[config.mk]
export PLATFORM = sky130hd
export DESIGN_NAME = code_sequencer
export DESIGN_NICKNAME = d
export VERILOG_FILES = /design/src/rtl/code_sequencer.sv
export SDC_FILE = /design/constraint.sdc
export NUM_CORES = 1
export LEC_CHECK = 0
export ABC_AREA = 1
export CORE_AREA = 2 2 84 86
export CTS_CLUSTER_DIAMETER = 50
export DETAILED_ROUTE_END_ITERATION = 8
export DIE_AREA = 0 0 86 88
export PLACE_DENSITY = 0.58
export SETUP_SLACK_MARGIN = 0.4
export SYNTH_ARGS = -nofsm -noshare
export SYNTH_HDL_FRONTEND = slang
export SYNTH_SLANG_ARGS = --single-unit
export TNS_END_PERCENT = 100
[constraint.sdc]
create_clock -name clk -period 3.7 [get_ports clk]
set_clock_uncertainty 0.2 [all_clocks]
set_input_delay 0.37 -clock clk [delete_from_list [all_inputs] [get_ports clk]]
set_output_delay 0.37 -clock clk [all_outputs]
set_load 0.02 [all_outputs]
[src/rtl/code_sequencer.sv]
// Code sequencer: debounced pushbutton plus optional auto-advance stepping a
// 3-bit message-selection code, with a one-cycle step pulse per change.
module code_sequencer #(
  parameter int         DB_CYCLES   = 1000000,
  parameter int         STEP_CYCLES = 50000000,
  parameter logic [2:0] LAST_CODE   = 3'd7
) (
  input  logic       clk,
  input  logic       rst,
  input  logic       key_n,
  input  logic       auto,
  input  logic       dir,
  output logic [2:0] code,
  output logic       step_pulse
);

  localparam int DBW = (DB_CYCLES > 1) ? $clog2(DB_CYCLES) : 1;
  localparam int PSW = $clog2(STEP_CYCLES);
  localparam logic [DBW-1:0] DB_MAX = DBW'(DB_CYCLES - 1);
  localparam logic [PSW-1:0] PS_MAX = PSW'(STEP_CYCLES - 1);

  typedef enum logic {S_MANUAL, S_AUTO} state_t;

  logic           k1, k2, a1, a2;
  logic           kst;
  logic [DBW-1:0] db_cnt;
  logic [PSW-1:0] presc;
  state_t         state;
  logic           press, tc, advance;
  logic [2:0]     code_nxt;

  // A press is the cycle the debounced level is about to fall 1->0.
  always_comb begin
    press   = (k2 != kst) && (db_cnt == DB_MAX) && !k2;
    tc      = (state == S_AUTO) && (presc == PS_MAX);
    advance = press || tc;
    if (dir) code_nxt = (code == 3'd0) ? LAST_CODE : code - 3'd1;
    else     code_nxt = (code == LAST_CODE) ? 3'd0 : code + 3'd1;
  end

  // Two-flop synchronizers for the asynchronous key and switch.
  always_ff @(posedge clk) begin
    if (rst) begin
      k1 <= 1'b1;
      k2 <= 1'b1;
      a1 <= 1'b0;
      a2 <= 1'b0;
    end else begin
      k1 <= key_n;
      k2 <= k1;
      a1 <= auto;
      a2 <= a1;
    end
  end

  // Debouncer: accept a new key level after DB_CYCLES consecutive differing samples.
  always_ff @(posedge clk) begin
    if (rst) begin
      kst    <= 1'b1;
      db_cnt <= '0;
    end else if (k2 != kst) begin
      if (db_cnt == DB_MAX) begin
        kst    <= k2;
        db_cnt <= '0;
      end else begin
        db_cnt <= db_cnt + 1'b1;
      end
    end else begin
      db_cnt <= '0;
    end
  end

  // Mode FSM, prescaler and code register; the advance uses the pre-edge mode.
  always_ff @(posedge clk) begin
    if (rst) begin
      state      <= S_MANUAL;
      presc      <= '0;
      code       <= 3'd0;
      step_pulse <= 1'b0;
    end else begin
      step_pulse <= advance;
      if (advance) code <= code_nxt;
      case (state)
        S_MANUAL: begin
          presc <= '0;
          if (a2) state <= S_AUTO;
        end
        S_AUTO: begin
          if (!a2) begin
            state <= S_MANUAL;
            presc <= '0;
          end else if (advance) begin
            presc <= '0;
          end else begin
            presc <= presc + 1'b1;
          end
        end
        default: begin
          state <= S_MANUAL;
          presc <= '0;
        end
      endcase
    end
  end

endmodule

==> results.md, run 1 <==
* Resized Gates After CTS at 0
* CTS buffer count at 5
* Worst Hold Path Cells at 2
* GRT Overall Usage at 0.159
* First-pass GRT wire length at 9730 microns
* Drt initial violations at 139
* I/O Pins at 9
* Net count, final at 430
* Total gr overflow at 0
* Area Growth Syn to Fin at 8.32%
* DPL Wire Length at 4110 microns
* WP buf/inv at 0
* Peak supply drop at 0.193 mV
* Fin Setup TNS at 0 ns
* Synth cell types at 28
* Yosys warns at 0
* Worst-path clk slew at 0.09 ns
* Drt drc at 0
* Synthesized Nets at approximately 420
* CP max stage cell: nand2_1
* Crit path DAT at roughly 2 ns
* Final Hold Viols at 0
* Initial antenna violation count at 0
* Reg-to-Reg Start: db_cnt[0]
* Post-CTS Repair Setup Buffers at 0
* Largest regs: presc: 26 flops, db_cnt: 20 flops, code: 3 flops
* CTS H-tree depth at 2
* Largest net degree at the start of global routing at 27
* First-pass DRT Iterations at 4
* Status: finished, final reports clean
* Die X at 86 microns
* ANT nets after route at 0
* RSZ-0062 raised after global routing: false
* Seq/Total Area, Yosys at 0.392
* CP max stage delay at 0.50 ns
* Worst-Margin Slew at 0.646 ns
* Antenna diode instance count at 0
* Clk buf depth at 2
* # clock sinks at 56
* Worst skew pair latency at 0.30 ns
* Avg WL per Cell at 10.9 microns
* Top cell type's share of synthesized area at 0.392
* Final WL at 5470 microns
* CTS Hold Buffers Added at 0
* Lkg Pwr at 1.01 nW
* Tightest Hold Check Type: flip-flop to flip-flop
* WS Path Type: flip-flop to flip-flop
* Root buffer cell: clkbuf_8
* Ordered list of cells on the worst path: ha_1 -> nand3_1 -> nor2_1 -> nand2_1 -> nand2_1 -> nor2_1
* Critical Path Source Type: flip-flop
* Power Density at between 300 and 400 mW/mm^2
* IO buf count at 8
* Critical Path RT at 3.66 ns
* Fillcell total at 685
* Post-Syn Area per Cell at 7.00 sq um
* Synth area leader: dfxtp_1
* Worst R2R End: db_cnt[15]
* Core area at roughly 0.0066 sq mm
* Worst R2R Setup Slack at 1.61 ns
* Initial Util at 0.430
* Vias/cell at roughly 4.7
* FF+latch count, synth at 56
* Post-synthesis cell count at around 410
* Register Area at 0.00112 sq mm
* Slew HR at 0.569
* Die height at between 80 and 90 microns
* Final period util at 0.564
* Area of the die at 0.00757 sq mm
* Top Family by Delay on Critical Path: simple AND/OR/NAND/NOR gates
* Core Rows at 30
* Synth area leaders: dfxtp_1 (39%), nand2_1 (12%), nor2_1 (11%)
* Crit-path max FO at 20
* Largest register FFs at 26
* Max-Cap Viols at 0
* Hold Path End: a2
* R2R cell count at 6
* Crit path time final at 2.09 ns
* Final core occ at 0.466
* Multi-input gate area at between 0.0015 and 0.002 sq mm
* Largest Register: presc
* Synth Cell Area at 0.00286 sq mm
* Crit. End Element: flip-flop
* Share of cells above drive strength 1 at 0.0524
* Hold path startpoint: a1
* DR vias at roughly 2400
* Final setup violation count at 0
* Gpl congestion at 0.883
* TritonCTS clock tree: yes
* Fmax achieved at 479 MHz
* Slew Limit Fails at 0
* Vias in the first global route at 2163
per-layer routing:
layer	global-route usage	wire, microns
met4	0.0433	73
met3	0.0320	157
met2	0.248	2290
met1	0.225	2950
met5	0	0
area by class of cell:
type                            instances  area share
Clock buffer                            8      0.0291
Inverter                               53      0.0643
Multi-Input combinational cell        295       0.486
Sequential cell                        56       0.362
Tap cell                               80      0.0323
Timing Repair Buffer                    8      0.0259
worst register-to-register path: cells and delay by family (launching register included):
family / cells / cell delay (ns)
flops: 1 / 0.42
fa+ha+maj: 1 / 0.26
simple gates: 5 / 1.09
worst max path at each step:
stage / slack [ns] / cells after the start / endpoint / from
3_3_place_gp: 1.64 / 4 / db_cnt[12] / rst
4_1_cts: 1.58 / 6 / db_cnt[15] / db_cnt[0]
5_1_grt: 1.29 / 6 / db_cnt[16] / db_cnt[0]
2_1_floorplan: 2.03 / 7 / presc[0] / db_cnt[0]
6_report: 1.61 / 6 / db_cnt[15] / db_cnt[0]
3_5_place_dp: 1.59 / 6 / db_cnt[7] / db_cnt[0]
stage by stage:
stage / power, W / cell area [sq um] / cells / hold slack, ns / worst slack, ns
6_report: 0.000957 / 3090 / 500 / 0.208 / 1.61
5_1_grt: 0.00101 / 3090 / 500 / 0.230 / 1.29
4_1_cts: 0.000978 / 3090 / 500 / 0.214 / 1.58
3_5_place_dp: 0.000634 / 3000 / 492 / 0.198 / 1.59
3_3_place_gp: 0.000634 / 3000 / 492 / 0.193 / 1.64
2_1_floorplan: 0.000627 / 2860 / 408 / 0.188 / 2.03
cell usage in the layout (no fill, tap or decap), drive strengths merged:
cell	instances
a21oi	14
a31o	1
and3	1
clkbuf	8
clkdlybuf4s50	8
dfxtp	56
ha	6
inv	53
nand2	95
nand3	19
nand3b	4
nand4	12
nor2	90
nor3	11
nor3b	1
o211ai	1
o21ai	5
or2	6
or3	1
xnor2	9
xor2	19
synth_stat cells:
library cell	instances
a21oi_1	14
a31o_2	1
and3_1	1
buf_2	2
buf_6	2
dfxtp_1	56
ha_1	6
inv_1	52
inv_2	1
nand2_1	94
nand2_2	1
nand3_1	17
nand3_2	2
nand3b_1	4
nand4_1	11
nand4_4	1
nor2_1	87
nor2_4	3
nor3_1	8
nor3_2	3
nor3b_1	1
o211ai_1	1
o21ai_0	5
or2_0	2
or2_2	4
or3_1	1
xnor2_1	9
xor2_1	19
kinds of logic after synthesis:
family	share of synthesized area
AND/OR/NAND/NOR	0.375
buffers and inverters	0.0810
flip-flops	0.392
XOR/XNOR	0.0859
AO/OA/AOI/OAI	0.0390
adder cells (fa/ha/maj)	0.0263
power breakdown:
| part | internal [W] | total (W) | leakage, nW | switching, W |
|---|---|---|---|---|
| Combinational | 0.00000628 | 0.0000140 | 0.516 | 0.00000768 |
| Clock | 0.000153 | 0.000337 | 0.0455 | 0.000184 |
| Sequential | 0.000605 | 0.000606 | 0.452 | 0.00000120 |
| Total | 0.000764 | 0.000957 | 1.01 | 0.000193 |
Power figures use the tool's default switching activity.
==> run 2, diff against run 1 <==
Clock period 3.7 ns to 2.02 ns, I/O delays scaled along.
==> run 2 against run 1 <==
Compared with the run above: routed wire length up 21%; sequential share of layout area down 4.0 points; critical endpoint is now presc[8]; cell area up 16%; worst hold slack worse by 0.0089 ns; worst setup slack worse by 1.3 ns; sequential power up 83%; utilization up 7.7 points; register-to-register slack worse by 1.3 ns; critical path depth up 2; die area unchanged; global-route usage up 1.9 points; power up 98%; critical path type unchanged.
==> results.md, run 2 (synthesis results as in run 1) <==
* Final period util at 0.829 (was 0.564)
* GRT Overall Usage at 0.179 (was 0.159)
* Largest regs: presc: 26 flops, db_cnt: 20 flops, code: 3 flops (unchanged)
* I/O Pins at 9 (unchanged)
* Initial antenna violation count at 0 (unchanged)
* Initial Util at 0.430 (unchanged)
* Die height at 88 microns (unchanged)
* Largest net degree at the start of global routing at 21 (was 27)
* Largest register FFs at 26 (unchanged)
* Drt drc at 0 (unchanged)
* Core area at 0.00664 sq mm (unchanged)
* Gpl congestion at 0.868 (was 0.883)
* Slew Limit Fails at 0 (unchanged)
* Net count, final at 449 (was 430)
* Core Rows at 30 (unchanged)
* Area Growth Syn to Fin at 26.2% (was 8.32%)
* Worst-Margin Slew at 0.541 ns (was 0.646 ns)
* Critical Path RT at 2.03 ns (was 3.66 ns)
* CTS H-tree depth at 2 (unchanged)
* Top Family by Delay on Critical Path: simple AND/OR/NAND/NOR gates (unchanged)
* Tightest Hold Check Type: input pin to flip-flop (was flip-flop to flip-flop)
* Antenna diode instance count at 0 (unchanged)
* DPL Wire Length at 4160 microns (was 4110 microns)
* Area of the die at 0.00757 sq mm (unchanged)
* ANT nets after route at 0 (unchanged)
* Status: finished, final reports clean (unchanged)
* Commonest non-fill, non-tap cells in the layout: nand2_1 (83), nor2_1 (66), inv_1 (47) (was nand2_1 (94), nor2_1 (87), dfxtp_1 (56))
* CP max stage cell: dfxtp_2 (was nand2_1)
* Worst skew pair latency at 0.31 ns (was 0.30 ns)
* DR vias at 2571 (was 2350)
* Final WL at 6610 microns (was 5470 microns)
* Max-Cap Viols at 0 (unchanged)
* Crit path DAT at 1.68 ns (was 2.05 ns)
* WP buf/inv at 0 (unchanged)
* Drt initial violations at 110 (was 139)
* Largest Register: presc (unchanged)
* # clock sinks at 56 (unchanged)
* Clk buf depth at 2 (unchanged)
* Crit-path max FO at 7 (was 20)
* Peak supply drop at 0.330 mV (was 0.193 mV)
* Avg WL per Cell at 12.7 microns (was 10.9 microns)
* Vias/cell at 4.95 (was 4.70)
* Ordered list of cells on the worst path: ha_4 -> nand2_2 -> nor2_2 -> nand2_2 -> nor2_4 -> nand3_4 -> nand4_4 -> nor2_1 (was ha_1 -> nand3_1 -> nor2_1 -> nand2_1 -> nand2_1 -> nor2_1)
* Final core occ at 0.543 (was 0.466)
* Root buffer cell: clkbuf_8 (unchanged)
* Fin Setup TNS at 0 ns (unchanged)
* Final Hold Viols at 0 (unchanged)
* Total gr overflow at 0 (unchanged)
* Crit. End Element: flip-flop (unchanged)
* CP dominant cell by count: nand2_2
* TritonCTS clock tree: yes (unchanged)
* First-pass DRT Iterations at 4 (unchanged)
* First-pass GRT wire length at 10800 microns (was 9730 microns)
* Leading cell type in the layout, fill and taps excluded: nand2_1 (unchanged)
* Lkg Pwr at 1.21 nW (was 1.01 nW)
* Worst-path clk slew at 0.10 ns (was 0.09 ns)
* IO buf count at 8 (unchanged)
* Critical Path Source Type: flip-flop (unchanged)
* Share of cells above drive strength 1 at 0.255 (was 0.0524)
* WS Path Type: flip-flop to flip-flop (unchanged)
* Crit path time final at 1.67 ns (was 2.09 ns)
* Power Density at 527 mW/mm^2 (was 309 mW/mm^2)
* CTS buffer count at 5 (unchanged)
* RSZ-0062 raised after global routing: true (was false)
* Final setup violation count at 0 (unchanged)
* CP max stage delay at 0.38 ns (was 0.50 ns)
* Slew HR at 0.639 (was 0.569)
* Fmax achieved at 597 MHz (was 479 MHz)
* Die X at 86 microns (unchanged)
* Vias in the first global route at 2480 (was 2163)
-- run 2: cell types whose count changed in the layout (fill, tap and decap cells not counted), sizes merged --
cell           before  now
nand4              12   15
buf                 0   15
clkinvlp            0    1
clkbuf              8    6
inv                53   54
bufinv              0    1
clkdlybuf4s50       8    4
dlygate4sd2         0    4
-- run 2: timing repair --
action | in CTS | in global routing
pin swaps | 18 | 26
buffers inserted | 5 | 6
gates cloned | 3 | 1
hold buffers | 0 | 0
resized for setup | 28 | 63
setup endpoints to repair | 53 | 50
-- run 2: worst register-to-register path, delay by kind of cell, from the launching register on --
kind / cells / cell delay (ns)
and+or+nand+nor: 7 / 0.87
DFF: 1 / 0.38
adders and majority gates: 1 / 0.15
-- run 2: path summary, 6_finish.rpt --
kind / start / end / slack (ns) / cells after the start
worst min-delay path: auto / a1 / 0.20 / 3
worst max-delay path: presc[1] / presc[8] / 0.35 / 8
worst min register to register: a1 / a2 / 0.21 / 2
worst max register to register: presc[1] / presc[8] / 0.35 / 8
-- run 2: final cells by class --
| type | instances | area (sq um) |
|---|---|---|
| Sequential cell | 56 | 1160 |
| Inverter | 53 | 199 |
| Fill cell | 646 | 3040 |
| Multi-Input combinational cell | 298 | 1800 |
| Timing Repair Buffer | 24 | 233 |
| Tap cell | 80 | 100 |
| Clock inverter | 3 | 46.3 |
| Clock buffer | 5 | 68.8 |
-- run 2: metrics by stage --
stage                     power, W  setup WS, ns  instance area (sq um)  hold WS [ns]  cells
after floorplan            0.00115         0.422                   2890        0.0711    408
after global placement     0.00117         0.210                   3080         0.191    496
after detailed placement   0.00117         0.157                   3080         0.197    496
after CTS                  0.00193         0.272                   3370         0.185    512
after global routing       0.00198         0.246                   3600         0.193    519
final                      0.00190         0.345                   3600         0.199    519
-- run 2: layer usage --
layer,track usage,share of wire,wire length [microns],vias to the layer above
met3,0.0273,0.030,200,9
li1,-,-,-,1344
met1,0.228,0.49,3230,1164
met2,0.307,0.47,3080,54
met5,0,0,0,-
met4,0.0649,0.014,95,0
-- run 2: report_power, final --
group          internal, W  total [W]  leakage, nW  switching (W)
sequential         0.00110    0.00111        0.465     0.00000336
combinational    0.0000185  0.0000378        0.691      0.0000193
clock             0.000374   0.000756       0.0548       0.000382
total              0.00150    0.00190         1.21       0.000405
